### src/rtl/serial_sub_pkg.sv
// Shared types and helpers for the bit-serial subtractor.
package serial_sub_pkg;

    // Controller states; the encoding is visible on the debug state port.
    typedef enum logic [1:0] {
        IDLE  = 2'd0,
        SHIFT = 2'd1,
        DONE  = 2'd2
    } state_e;

    // Width of the bit counter. It only has to reach WIDTH-1.
    function automatic int cnt_w(input int width);
        return (width <= 2) ? 1 : $clog2(width);
    endfunction

endpackage

### src/rtl/serial_subtractor_if.sv
// Request/result bundle between a controller (master) and the subtractor (slave).
//
// Handshake: the slave is ready whenever busy is low (IDLE or DONE). A request is
// accepted on any rising edge where start=1 while ready, and a/b are captured on
// that same edge. done is a one-cycle pulse, and diff/borrow_out/overflow/zero are
// valid in that cycle. They then hold until the end of the next accepted
// operation. start is ignored while busy.
interface serial_subtractor_if #(
    parameter int WIDTH = 8
);
    logic             start;
    logic [WIDTH-1:0] a;
    logic [WIDTH-1:0] b;
    logic             busy;
    logic             done;
    logic [WIDTH-1:0] diff;
    logic             borrow_out;
    logic             overflow;
    logic             zero;

    modport master (
        output start, a, b,
        input  busy, done, diff, borrow_out, overflow, zero
    );

    modport slave (
        input  start, a, b,
        output busy, done, diff, borrow_out, overflow, zero
    );
endinterface

### src/rtl/serial_subtractor_fs.sv
// One-bit full subtractor: d = a - b - bin, with the borrow out.
module full_subtractor (
    input  logic a,
    input  logic b,
    input  logic bin,
    output logic d,
    output logic bout
);
    // Difference bit and borrow out of a single bit position.
    always_comb begin
        d    = a ^ b ^ bin;
        bout = (~a & b) | (~(a ^ b) & bin);
    end
endmodule

### src/rtl/serial_subtractor.sv
// Bit-serial subtractor: diff = a - b, LSB first, one bit per clock.
// It uses a single full-subtractor cell and a registered borrow. The unsigned
// borrow, signed overflow and zero flags are loaded together with the result.
module serial_subtractor
    import serial_sub_pkg::*;
#(
    parameter int WIDTH = 8
) (
    input  logic                 clk,
    input  logic                 rst,
    serial_subtractor_if.slave   bus,
    output state_e               o_state
);
    localparam int            CW   = cnt_w(WIDTH);
    localparam logic [CW-1:0] LAST = CW'(WIDTH - 1);

    state_e           r_state;
    state_e           w_next;
    logic [WIDTH-1:0] r_a;
    logic [WIDTH-1:0] r_b;
    logic [WIDTH-1:0] r_res;
    logic [CW-1:0]    r_cnt;
    logic             r_bin;
    logic             r_a_msb;
    logic             r_b_msb;
    logic [WIDTH-1:0] r_diff;
    logic             r_borrow_out;
    logic             r_overflow;
    logic             r_zero;

    logic             w_d;
    logic             w_bout;
    logic             w_accept;
    logic             w_last;
    logic [WIDTH-1:0] w_final;

    full_subtractor u_fs (
        .a    (r_a[0]),
        .b    (r_b[0]),
        .bin  (r_bin),
        .d    (w_d),
        .bout (w_bout)
    );

    // A request is taken whenever the block is not shifting.
    assign w_accept = ((r_state == IDLE) || (r_state == DONE)) && bus.start;
    // The edge that produces the final (MSB) difference bit.
    assign w_last   = (r_state == SHIFT) && (r_cnt == LAST);
    // The result register after this edge's shift: the new bit enters at the MSB.
    assign w_final  = {w_d, r_res[WIDTH-1:1]};

    // State register; reset wins over everything, including start.
    always_ff @(posedge clk) begin
        if (rst) begin
            r_state <= IDLE;
        end else begin
            r_state <= w_next;
        end
    end

    // Next-state logic. DONE lasts one cycle unless a new request arrives in it.
    always_comb begin
        w_next = r_state;
        case (r_state)
            IDLE:    w_next = bus.start ? SHIFT : IDLE;
            SHIFT:   w_next = (r_cnt == LAST) ? DONE : SHIFT;
            DONE:    w_next = bus.start ? SHIFT : IDLE;
            default: w_next = IDLE;
        endcase
    end

    // Status outputs decoded from the current state.
    always_comb begin
        bus.busy = 1'b0;
        bus.done = 1'b0;
        case (r_state)
            SHIFT:   bus.busy = 1'b1;
            DONE:    bus.done = 1'b1;
            default: ;
        endcase
    end

    // Datapath: capture operands, shift one bit per edge, load result and flags at the end.
    always_ff @(posedge clk) begin
        if (rst) begin
            r_a          <= '0;
            r_b          <= '0;
            r_res        <= '0;
            r_cnt        <= '0;
            r_bin        <= 1'b0;
            r_a_msb      <= 1'b0;
            r_b_msb      <= 1'b0;
            r_diff       <= '0;
            r_borrow_out <= 1'b0;
            r_overflow   <= 1'b0;
            r_zero       <= 1'b0;
        end else if (w_accept) begin
            r_a     <= bus.a;
            r_b     <= bus.b;
            r_a_msb <= bus.a[WIDTH-1];
            r_b_msb <= bus.b[WIDTH-1];
            r_res   <= '0;
            r_bin   <= 1'b0;
            r_cnt   <= '0;
        end else if (r_state == SHIFT) begin
            r_res <= w_final;
            r_a   <= r_a >> 1;
            r_b   <= r_b >> 1;
            r_bin <= w_bout;
            r_cnt <= w_last ? '0 : r_cnt + CW'(1);
            if (w_last) begin
                // The operand shift registers have drained by now, so the sign test uses the MSBs saved at capture.
                r_diff       <= w_final;
                r_borrow_out <= w_bout;
                r_zero       <= (w_final == '0);
                r_overflow   <= (r_a_msb != r_b_msb) && (w_final[WIDTH-1] != r_a_msb);
            end
        end
    end

    assign bus.diff       = r_diff;
    assign bus.borrow_out = r_borrow_out;
    assign bus.overflow   = r_overflow;
    assign bus.zero       = r_zero;
    assign o_state        = r_state;

endmodule

### src/flat_wrapper.sv
// flat-port wrapper written by rule: the top's interface ports become plain ports
module serial_subtractor_flat import serial_sub_pkg::*;
#(
    parameter int WIDTH = 8
)
  (clk, rst, o_state, bus_start, bus_a, bus_b, bus_busy, bus_done, bus_diff, bus_borrow_out, bus_overflow, bus_zero);
  serial_subtractor_if #(.WIDTH(WIDTH)) bus_i ();
  input  logic clk;
  input  logic rst;
  output state_e o_state;
  input wire logic [$bits(bus_i.start)-1:0] bus_start;
  input wire logic [$bits(bus_i.a)-1:0] bus_a;
  input wire logic [$bits(bus_i.b)-1:0] bus_b;
  output wire logic [$bits(bus_i.busy)-1:0] bus_busy;
  output wire logic [$bits(bus_i.done)-1:0] bus_done;
  output wire logic [$bits(bus_i.diff)-1:0] bus_diff;
  output wire logic [$bits(bus_i.borrow_out)-1:0] bus_borrow_out;
  output wire logic [$bits(bus_i.overflow)-1:0] bus_overflow;
  output wire logic [$bits(bus_i.zero)-1:0] bus_zero;
  assign bus_i.start = bus_start;
  assign bus_i.a = bus_a;
  assign bus_i.b = bus_b;
  assign bus_busy = bus_i.busy;
  assign bus_done = bus_i.done;
  assign bus_diff = bus_i.diff;
  assign bus_borrow_out = bus_i.borrow_out;
  assign bus_overflow = bus_i.overflow;
  assign bus_zero = bus_i.zero;
  serial_subtractor #(.WIDTH(WIDTH)) u_core (.clk(clk), .rst(rst), .bus(bus_i), .o_state(o_state));
endmodule
### config.mk
export PLATFORM = sky130hd
export DESIGN_NAME = serial_subtractor_flat
export DESIGN_NICKNAME = d
export VERILOG_FILES = /design/src/rtl/serial_sub_pkg.sv /design/src/rtl/serial_subtractor_if.sv /design/src/rtl/serial_subtractor_fs.sv /design/src/rtl/serial_subtractor.sv /design/src/flat_wrapper.sv
export SDC_FILE = /design/constraint.sdc
export NUM_CORES = 1
export LEC_CHECK = 0
export ABC_AREA = 1
export CAP_MARGIN = 25
export CORE_AREA = 4 4 63 65
export CTS_CLUSTER_SIZE = 40
export DETAILED_ROUTE_END_ITERATION = 8
export DIE_AREA = 0 0 67 69
export PLACE_DENSITY = 0.81
export SYNTH_ARGS = -nofsm -noshare
export SYNTH_HDL_FRONTEND = slang
export SYNTH_HIERARCHICAL = 1
export SYNTH_SLANG_ARGS = --single-unit
### constraint.sdc
create_clock -name clk -period 3.7 [get_ports clk]
set_input_delay 0.74 -clock clk [delete_from_list [all_inputs] [get_ports clk]]
set_output_delay 0.74 -clock clk [all_outputs]
set_load 0.005 [all_outputs]
---- Word level (Yosys, flattened, before mapping) ----
Index checks and enable logic that the tools add are counted.
operators by class
  add/sub/neg operators ................... 1
  eq/ne operators ......................... 5
  muxes and demuxes ....................... 10
  bitwise gates (word level) .............. 8
  reductions and logical operators ........ 10
operator list
  cell                                           count
  two-way mux 8 bit                              4
  zero test 8 bit                                1
  case mux 2 bit (2 select lines)                1
  OR reduction 2 bit                             2
  adder 3 x 1 -> 3 bit, second input constant    1
  == test 3 bit, second input constant           1
  logical AND 1 bit                              3
  two-way mux 1 bit                              3
  two-way mux 3 bit                              1
  inverter 1 bit                                 3
  AND reduction 3 bit                            1
  bitwise AND 1 bit                              2
  == test 2 x 1 -> 1 bit, second input constant  1
  == test 2 bit, second input constant           1
  zero test 2 bit                                1
  two-way mux 2 bit                              1
  != test 1 bit                                  2
  nonzero test 2 bit                             1
  bitwise XOR 1 bit                              2
  logical OR 1 bit                               1
  bitwise OR 1 bit                               1
word-level totals
  flip-flop bits (word level) ............. 43
  logic and storage cells ................. 46

---- Depth between registers and ports, before layout ----
Gate-level depths: netlist of run 1.
  depth in word-level cells ............... 5
  depth in mapped cells ................... 8

---- Modules after synthesis ----
The synthesis of run 1 kept the hierarchy.
modules (own cells, without submodules)
  module             times used  cells each  area each (um2)  seq. area each (um2)
  serial_subtractor  1           252         1,794.2          840.8
  full_subtractor    1           4           31.3             0.0

---- Least setup slack after synthesis of run 1 ----
No wires, ideal clock.
  kind .................................... flip-flop to output port
  start point ............................. register u_core.r_state[0] (netlist: u_core/o_state[0])
  end point ............................... output port bus_busy
  arrival ................................. 772 ps
  slack ................................... 2,188 ps
  stages on the path, launching flop included .. 5
  buffers on the path ..................... 2
  path through ............................ dfxtp_1 -> buf_6 -> nand2_4 -> inv_2 -> buf_4
on the way
  cells in the longest elaborated chain, start to end .. 2
ends and longest elaborated chain
  what                    RTL line                 RTL
  from (decl)             serial_subtractor.sv:17  state_e r_state;
  from (signal assigned)  serial_subtractor.sv:57  r_state <= w_next;
  == test 2 x 1 -> 1 bit  serial_subtractor.sv:76  case (r_state)
  two-way mux 1 bit       serial_subtractor.sv:76
  to (decl)               flat_wrapper.sv:14       output wire logic [$bits(bus_i.busy)-1:0] bus_busy;
No other way between the ends.

---- Worst setup path after layout of run 1 ----
Ends and elaborated chain as after synthesis.

==> key figures, run 1 <==
CTS
  – Reg clk slew, reported paths: 110 ps
  – Clk sink count: 42
  – CTS Buf Count: 5
  – Number of setup buffers added after CTS: 0
  – Hold buffers post-CTS: 0
  – H-tree Lvls: 2
  – Skew-Pair Late Insertion Delay: 350 ps
  – Clock root cell: clkbuf_4
  – Max clock buf depth: 2
  – Resized Gates After CTS: 0
  – CTS tree: yes

Finish
  – Layout cells sized above 1: 5.92%
  – Final net count: 308
  – ANT cells: 0
  – Design area: 0.00221 mm²
  – Layout area overhead: 20.8%
  – Most frequent cells in the layout: nand2_1, dfxtp_1, nor2_1, inv_1, clkdlybuf4s50_1
  – Most common cell after layout, fill and taps aside: nand2_1

Synthesis
  – Synth area leaders: dfxtp_1, nand2_1, inv_1
  – Mean Syn Cell Area: 7.13 µm²
  – Synth warn: 6
  – Synth unique cells: 18
  – Syn Nets: 278
  – Synthesized cell area: 0.00183 mm²
  – Post-synthesis register bit count: 42
  – Largest area contributor in the netlist: dfxtp_1
  – Syn Inst Count: 256
  – Seq/Total Area, Yosys: 46.1%
  – Share of the synthesized area in the top cell type: 46.1%

Route
  – DRC viols: 0
  – Final ANT Viol Nets: 0
  – Via density: 4.75
  – Vias: 1582
  – Initial DRC count: 67
  – DRT Pass-1 Iters: 4
  – WL final: 3550 µm
  – Routed wire per std cell: 10.7 µm

Floorplan
  – Die height: 69 µm
  – I/O Pins: 34
  – Die Wd: 67 µm
  – Rows: 21
  – Starting Density: 54.7%
  – Die area: 0.00462 mm²
  – Total core area: 0.00334 mm²

Power
  – Leak pwr: 1.02 nW
  – Tot Pwr: 0.850 mW
  – VDD IR max: 0.000211 V
  – PwrDens: 386 mW/mm²

Worst setup path
  – R2r startpoint: u_core/o_state[0]
  – R2R setup slack: 2060 ps
  – FF-to-FF path depth: 5
  – RR Endpoint: u_core/bus.diff[6]
  – CP Launch Type: register
  – Crit Path Class: register to output port
  – CP Capture Type: output port
  – Critical Path AT: 1930 ps
  – Worst path required time: 2960 ps
  – CP max FO: 28

STA
  – Pins Over Slew Limit: 0
  – Post-layout min period: 2670 ps
  – Worst slew pin tran: 378 ps
  – Clk_skew: 9.46 ps
  – Total negative slack: 0 ps
  – Max Fclk: 374 MHz
  – RSZ-0062 raised after global routing: no
  – Hold Vio Cnt, Final: 0
  – Final period util: 72.2%
  – Max-slew headroom: 74.8%
  – Finish-stage setup viols: 0

Placement
  – IO Port Bufs: 33
  – Placed inst area: 0.00215 mm²
  – HPWL Detailed: 2540 µm
  – GPL Wtd Cong: 0.854

Global route
  – Largest net degree at the start of global routing: 29
  – Grt total ovfl: 0
  – Vias in the first global route: 1316
  – Initial antenna violation count: 0
  – First-pass GRT wire length: 5750 µm
  – GRT Resource Usage Total: 15.9%

Worst hold path
  – Hold_sp: u_core/r_bin
  – Hold path cells: 2
  – WHS Endpoint: u_core/r_bin
  – Min-delay worst type: register to register

Status
  – Status: finished clean

Job
  – # Max-Cap Violations: 0
-- how the worst max path moves through the flow --
| stage | startpoint | depth (start not counted) | end | slack (ps) |
|---|---|---|---|---|
| 2_1_floorplan | u_core/o_state[0] | 4 | bus_busy | 2190 |
| 3_3_place_gp | u_core/o_state[0] | 3 | bus_busy | 1460 |
| 3_5_place_dp | u_core/o_state[0] | 3 | bus_busy | 1400 |
| 4_1_cts | u_core/o_state[0] | 3 | bus_busy | 1010 |
| 5_1_grt | u_core/o_state[0] | 3 | bus_busy | 920 |
| 6_report | u_core/o_state[0] | 3 | bus_busy | 1030 |
-- cell usage after synthesis, drive strengths merged --
library cell,count
a21oi,18
buf,10
clkinv,1
dfxtp,42
fa,1
ha,2
inv,44
nand2,48
nand3,20
nor2,40
o21ai,29
o22ai,1
-- power breakdown --
group / total [mW] / switching [mW] / internal (mW)
Combinational: 0.124 / 0.0718 / 0.0519
Sequential: 0.492 / 0.0157 / 0.476
Clock: 0.235 / 0.142 / 0.0922
-- registers in the layout (all words and copies together) (netlist names) --
signal / flops
u_core/bus.diff: 8
u_core/r_a: 8
u_core/r_b: 8
u_core/r_res: 7
u_core/r_cnt: 3
u_core/o_state: 2
u_core/bus.borrow_out: 1
u_core/bus.overflow: 1
u_core/bus.zero: 1
u_core/r_a_msb: 1
u_core/r_b_msb: 1
u_core/r_bin: 1
-- per-stage QoR --
stage | hold slack (ps) | util [%] | cells | setup WS [ps]
after floorplan | 443 | - | 256 | 2190
after global placement | 456 | 64.3 | 325 | 1460
after detailed placement | 462 | 64.3 | 325 | 1400
after CTS | 478 | 66.1 | 333 | 1010
after global routing | 503 | 66.1 | 333 | 921
final | 479 | 66.1 | 333 | 1030
-- logic make-up after synthesis --
logic type,share of synthesized area (%)
and+or+nand+nor,25.2
buffers and inverters,13.0
DFF,46.1
adders and majority gates,2.47
AOI/OAI and AO/OA,13.2
-- critical path, cell delays in order (launching register included) --
cell and delay (ps):
dfxtp_1 540, nand2_4 260, inv_2 240, clkdlybuf4s50_1 540
-- routing by layer --
metal,track usage [%],share of wire [%],up-vias
li1,-,-,852
met1,19.9,48,681
met2,24.8,45,43
met3,6.33,6.3,6
met4,4.73,1.4,0
met5,0,0,-
-- cell type report --
cell class              count  area, µm²
fillers                   307       1130
flip-flops and latches     42        841
multi-input cells         159        747
repair buffers             33        330
inverters                  45        170
well taps                  46       57.6
clock buffers               7       55.1
clock inverters             1       5.00
Note: power is estimated with default switching activity, not from simulation.
==> inputs of run 2 (changes only) <==
--- a/config.mk
+++ b/config.mk
@@ -7,11 +7,11 @@
 export LEC_CHECK = 0
 export ABC_AREA = 1
 export CAP_MARGIN = 25
-export CORE_AREA = 4 4 63 65
+export CORE_AREA = 4 4 65 67
 export CTS_CLUSTER_SIZE = 40
 export DETAILED_ROUTE_END_ITERATION = 8
-export DIE_AREA = 0 0 67 69
-export PLACE_DENSITY = 0.81
+export DIE_AREA = 0 0 69 71
+export PLACE_DENSITY = 0.77
 export SYNTH_ARGS = -nofsm -noshare
 export SYNTH_HDL_FRONTEND = slang
 export SYNTH_HIERARCHICAL = 1
==> constraint.sdc (replaced) <==
create_clock -name clk -period 2.66 [get_ports clk]
set_input_delay 0.532 -clock clk [delete_from_list [all_inputs] [get_ports clk]]
set_output_delay 0.532 -clock clk [all_outputs]
set_load 0.005 [all_outputs]
==> run 2 against run 1 <==
Compared with the run above: routed wire length grew 0.99%; first-iteration DRC count up 90%; register-to-register slack got worse by 840 ps; die area grew 6.0%; global-route usage down 0.73 points; clock skew is 4.0 ps lower; total power rose by 50%; cell count up 0.90%; combinational power rose by 40%; critical path depth is the same; via count is 1.1% higher; highest routed layer unchanged.
==> key figures, run 2 (synthesis gave the netlist of run 1 again) <==
Finish
  – Final net count: 309 (+0.32%)
  – Fin util: 61.9% (-4.2 points)
  – Finished Layout Cells: 336 (+0.90%)
  – Most frequent cells in the layout: nand2_1, dfxtp_1, nor2_1, inv_1, clkdlybuf4s50_1
  – ANT cells: 0 (unchanged)
  – Most common cell after layout, fill and taps aside: nand2_1
  – Layout cells sized above 1: 6.60% (+0.67 points)
  – Layout area overhead: 23.2%

CTS
  – Number of setup buffers added after CTS: 0 (unchanged)
  – CTS Buf Count: 5 (unchanged)
  – H-tree Lvls: 2 (unchanged)
  – Clk sink count: 42 (unchanged)
  – Clock root cell: clkbuf_8
  – Max clock buf depth: 2 (unchanged)
  – Hold buffers post-CTS: 0 (unchanged)
  – Resized Gates After CTS: 0 (unchanged)
  – Reg clk slew, reported paths: 90 ps (-20 ps)
  – CTS tree: yes
  – Skew-Pair Late Insertion Delay: 300 ps (-50 ps)

STA
  – RSZ-0062 raised after global routing: no
  – Worst slew pin tran: 439 ps (+61.9 ps)
  – Post-layout min period: 2170 ps
  – Hold slack: 475 ps (-3.51 ps)
  – Pins Over Slew Limit: 0 (unchanged)
  – Max Fclk: 460 MHz
  – Hold Vio Cnt, Final: 0 (unchanged)
  – Total negative slack: 0 ps (unchanged)
  – Final period util: 81.7%
  – Finish-stage setup viols: 0 (unchanged)
  – Max-slew headroom: 70.6% (-4.2 points)
  – Clk_skew: 5.51 ps (-3.96 ps)

Placement
  – HPWL Detailed: 2630 µm (+3.6%)
  – Dpl cells: 328 (+0.92%)
  – IO Port Bufs: 33 (unchanged)
  – GPL Wtd Cong: 0.773 (-9.5%)

Global route
  – First-pass GRT wire length: 6170 µm (+7.2%)
  – Initial antenna violation count: 0 (unchanged)
  – GRT Resource Usage Total: 15.2% (-0.73 points)
  – Vias in the first global route: 1492 (+13%)
  – Grt total ovfl: 0 (unchanged)
  – Largest net degree at the start of global routing: 28 (-3.4%)

Power
  – Leak pwr: 1.03 nW (+1.4%)
  – Tot Pwr: 1.28 mW (+50%)
  – PwrDens: 568 mW/mm² (+47%)
  – VDD IR max: 0.000310 V (+47%)

Worst setup path
  – RR Endpoint: u_core/bus.diff[5]
  – FF-to-FF path depth: 5 (unchanged)
  – CP max FO: 14 (-50%)
  – CP Capture Type: output port
  – CP Launch Type: register
  – R2r startpoint: u_core/o_state[0]
  – Crit Path Class: register to output port
  – R2R setup slack: 1220 ps (-840 ps)
  – Worst path required time: 2130 ps (-830 ps)
  – Critical Path AT: 1640 ps (-290 ps)

Route
  – Initial DRC count: 127 (+90%)
  – Via density: 4.76 (+0.17%)
  – Vias: 1599 (+1.1%)
  – WL final: 3580 µm (+0.99%)
  – Routed wire per std cell: 10.7 µm (about the same)
  – Final ANT Viol Nets: 0 (unchanged)
  – DRC viols: 0 (unchanged)
  – DRT Pass-1 Iters: 4 (unchanged)

Floorplan
  – Die area: 0.00490 mm² (+6.0%)
  – I/O Pins: 34 (unchanged)
  – Die Wd: 69 µm (+3.0%)
  – Rows: 22 (+4.8%)
  – Die height: 71 µm (+2.9%)
  – Total core area: 0.00363 mm² (+8.9%)
  – Starting Density: 50.2% (-4.5 points)

Status
  – Status: finished clean

Job
  – # Max-Cap Violations: 0 (unchanged)

Worst hold path
  – Hold path cells: 2 (unchanged)
  – WHS Endpoint: u_core/r_cnt[1]
  – Min-delay worst type: register to register
  – Hold_sp: u_core/r_cnt[1]
==> run 2: worst max path at each step <==
stage	startpoint	to	cells past startpoint
after floorplan	u_core/o_state[0]	bus_busy	4
after global placement	rst	u_core/r_res[6]	6
after detailed placement	rst	u_core/r_res[1]	6
after CTS	u_core/o_state[0]	bus_busy	3
after global routing	u_core/o_state[0]	bus_busy	3
final	u_core/o_state[0]	bus_busy	3
==> run 2: layout make-up <==
type,count,area (µm²)
flip-flops and latches,42,841
inverters,45,170
fillers,350,1380
well taps,48,60.1
clock buffers,5,68.8
clock inverters,3,25.0
multi-input cells,159,747
repair buffers,34,338
==> run 2: layer usage <==
layer	vias to the layer above	routed length [µm]	GRT usage (%)
met5	-	0	0
met4	0	32	3.25
li1	854	-	-
met3	3	201	4.40
met1	692	1630	17.8
met2	50	1720	27.3
==> run 2: where the power goes <==
| part | total, mW | switching, mW | leakage (nW) | internal [mW] |
|---|---|---|---|---|
| clock | 0.420 | 0.230 | 0.0447 | 0.189 |
| sequential | 0.685 | 0.0226 | 0.343 | 0.662 |
| combinational | 0.174 | 0.100 | 0.645 | 0.0737 |
==> run 2: stage by stage <==
| stage | instance area [µm²] | worst slack [ps] |
|---|---|---|
| final | 2250 | 486 |
| after global routing | 2250 | 370 |
| after CTS | 2250 | 462 |
| after detailed placement | 2160 | 659 |
| after global placement | 2160 | 717 |
| after floorplan | 1830 | 1360 |
==> run 2: critical path: stages, from the launching register on <==
cell and delay (ps):
dfxtp_1 550, nand2_4 80, inv_2 180, clkdlybuf4s50_1 540
==> inputs of run 3 (changes only) <==
--- a/config.mk
+++ b/config.mk
@@ -7,11 +7,11 @@
 export LEC_CHECK = 0
 export ABC_AREA = 1
 export CAP_MARGIN = 25
-export CORE_AREA = 4 4 65 67
+export CORE_AREA = 4 4 68 70
 export CTS_CLUSTER_SIZE = 40
 export DETAILED_ROUTE_END_ITERATION = 8
-export DIE_AREA = 0 0 69 71
-export PLACE_DENSITY = 0.77
+export DIE_AREA = 0 0 72 74
+export PLACE_DENSITY = 0.74
 export SYNTH_ARGS = -nofsm -noshare
 export SYNTH_HDL_FRONTEND = slang
 export SYNTH_HIERARCHICAL = 1
==> constraint.sdc (replaced) <==
create_clock -name clk -period 2 [get_ports clk]
set_input_delay 0.4 -clock clk [delete_from_list [all_inputs] [get_ports clk]]
set_output_delay 0.4 -clock clk [all_outputs]
set_load 0.005 [all_outputs]
==> run 3 against run 2 <==
Compared with the run above: clock power is 35% higher; highest routed layer unchanged; setup slack worse by 270 ps; flip-flop and latch count stayed put; routed wire length hardly changed; register-to-register slack worse by 650 ps; largest cell class unchanged; sequential share of layout area is 0.40 points lower; hold slack worse by 7.7 ps.
==> key figures, run 3 (synthesis gave the netlist of run 1 again) <==
Status
  – Status: finished clean

Finish
  – Layout area overhead: 24.7%
  – Layout cells sized above 1: 7.90% (+1.3 points)
  – Most frequent cells in the layout: nand2_1, dfxtp_1, nor2_1, inv_1, clkdlybuf4s50_1
  – Design area: 0.00228 mm² (+1.2%)
  – ANT cells: 0 (unchanged)
  – Layout fillers: 402 (+15%)
  – Finished Layout Cells: 341 (+1.5%)
  – Final net count: 312 (+0.97%)
  – Most common cell after layout, fill and taps aside: nand2_1

Worst setup path
  – CP Launch Type: register
  – Critical Path AT: 1390 ps (-250 ps)
  – RR Endpoint: u_core/bus.overflow
  – R2R setup slack: 570 ps (-650 ps)
  – Worst path required time: 1600 ps (-530 ps)
  – Crit Path Class: register to output port
  – Slowest stage delay, CP: 490 ps (-60 ps)
  – Critical Path, Cell by Cell: nand2_4 > inv_2 > clkdlybuf4s50_1
  – CP max FO: 9 (-5)
  – R2r startpoint: u_core/r_b[0]
  – CP Capture Type: output port
  – Slowest cell on crit path: clkdlybuf4s50_1
  – FF-to-FF path depth: 7 (+2)

CTS
  – Skew-Pair Late Insertion Delay: 300 ps (about the same)
  – Reg clk slew, reported paths: 80 ps (about the same)
  – H-tree Lvls: 2 (unchanged)
  – CTS Buf Count: 5 (unchanged)
  – Number of setup buffers added after CTS: 0 (unchanged)
  – Clock root cell: clkbuf_8
  – Clk sink count: 42 (unchanged)
  – Max clock buf depth: 2 (unchanged)
  – CTS tree: yes

Route
  – DRC viols: 0 (unchanged)
  – Initial DRC count: 102 (-20%)
  – Routed wire per std cell: 10.5 µm (-1.5%)
  – Final ANT Viol Nets: 0 (unchanged)
  – DRT Pass-1 Iters: 4 (unchanged)
  – WL final: 3580 µm (about the same)
  – Vias: 1606 (+0.44%)
  – Via density: 4.71 (-1.0%)

STA
  – Pins Over Slew Limit: 0 (unchanged)
  – Post-layout min period: 1790 ps
  – Clk_skew: 6.12 ps (+0.615 ps)
  – Final period util: 89.4%
  – Hold Vio Cnt, Final: 0 (unchanged)
  – Finish-stage setup viols: 0 (unchanged)
  – Total negative slack: 0 ps (unchanged)
  – Worst slew pin tran: 382 ps (-57.5 ps)
  – Max Fclk: 560 MHz
  – Max-slew headroom: 74.4% (+3.8 points)
  – RSZ-0062 raised after global routing: no
  – Hold slack: 468 ps (-7.74 ps)

Worst hold path
  – WHS Endpoint: u_core/r_bin
  – Min-delay worst type: register to register
  – Hold_sp: u_core/r_bin
  – Hold path cells: 2 (unchanged)

Power
  – VDD IR max: 0.000415 V (+34%)
  – Leak pwr: 1.05 nW (+1.7%)
  – PwrDens: 753 mW/mm² (+33%)

Placement
  – IO Port Bufs: 33 (unchanged)
  – Dpl cells: 333 (+1.5%)
  – GPL Wtd Cong: 0.753 (-2.6%)
  – HPWL Detailed: 2580 µm (-1.8%)
  – Placed inst area: 0.00218 mm² (+1.2%)

Global route
  – GRT Resource Usage Total: 15.2% (+0.067 points)
  – Vias in the first global route: 1516 (+1.6%)
  – Initial antenna violation count: 0 (unchanged)
  – Largest net degree at the start of global routing: 28 (unchanged)
  – Grt total ovfl: 0 (unchanged)
  – First-pass GRT wire length: 6350 µm (+2.9%)

Floorplan
  – Total core area: 0.00397 mm² (+9.3%)
  – Rows: 23 (+4.5%)
  – Die height: 74 µm (+4.2%)
  – Die Wd: 72 µm (+4.3%)
  – Starting Density: 46.0% (-4.3 points)
  – Die area: 0.00533 mm² (+8.8%)
  – I/O Pins: 34 (unchanged)

Job
  – # Max-Cap Violations: 0 (unchanged)
==> run 3: cell types whose count changed in the layout (fill, tap and decap cells not counted), sizes merged <==
cell / previous run / this run
buf: 1 / 4
clkbuf: 5 / 6
inv: 45 / 44
==> run 3: report_power, final <==
part / internal, mW / total, mW / switching, mW / leakage [nW]
clock: 0.277 / 0.567 / 0.290 / 0.0472
combinational: 0.103 / 0.238 / 0.135 / 0.660
sequential: 0.881 / 0.911 / 0.0296 / 0.343
==> run 3: per-layer routing <==
metal	routed length, µm	track usage [%]	vias up
li1	-	-	856
met1	1670	17.6	710
met2	1660	26.4	34
met3	188	4.05	6
met4	63	7.10	0
met5	0	0	-
==> run 3: area by class of cell <==
class	count	area, µm²	share of cell area, %
repair buffers	37	360	15.8
clock inverters	2	12.5	0.549
inverters	45	170	7.47
well taps	50	62.6	2.75
multi-input cells	159	747	32.8
clock buffers	6	82.6	3.63
flip-flops and latches	42	842	37.0
==> run 3: critical path: cells and delay by family, from the launching register on <==
kind | cells | cell delay [ps]
and+or+nand+nor | 1 | 80
DFF | 1 | 460
buffers and inverters | 2 | 560
==> run 3: worst max-delay path by stage <==
| stage | start | end | slack [ps] | depth (start not counted) |
|---|---|---|---|---|
| after CTS | u_core/o_state[0] | bus_busy | 40 | 3 |
| after floorplan | u_core/r_b[0] | u_core/bus.overflow | 710 | 7 |
| after global routing | u_core/o_state[0] | bus_busy | 120 | 3 |
| after global placement | bus_start | u_core/r_b[7] | 300 | 5 |
| after detailed placement | bus_start | u_core/r_b[1] | 310 | 7 |
| final | u_core/o_state[0] | bus_busy | 210 | 3 |
==> run 3: timing repair <==
item,4_1_cts,5_1_grt
endpoints found under the setup margin,0,1
gates resized for setup,0,1
hold buffers,0,0
==> run 3: stage by stage <==
step | total power, mW | setup slack [ps] | util, %
floorplan | 1.09 | 710 | -
finish | 1.72 | 213 | 57.3
global route | 1.80 | 123 | 57.3
CTS | 1.74 | 43.3 | 57.3
detailed placement | 1.17 | 311 | 54.9
global placement | 1.16 | 304 | 54.9
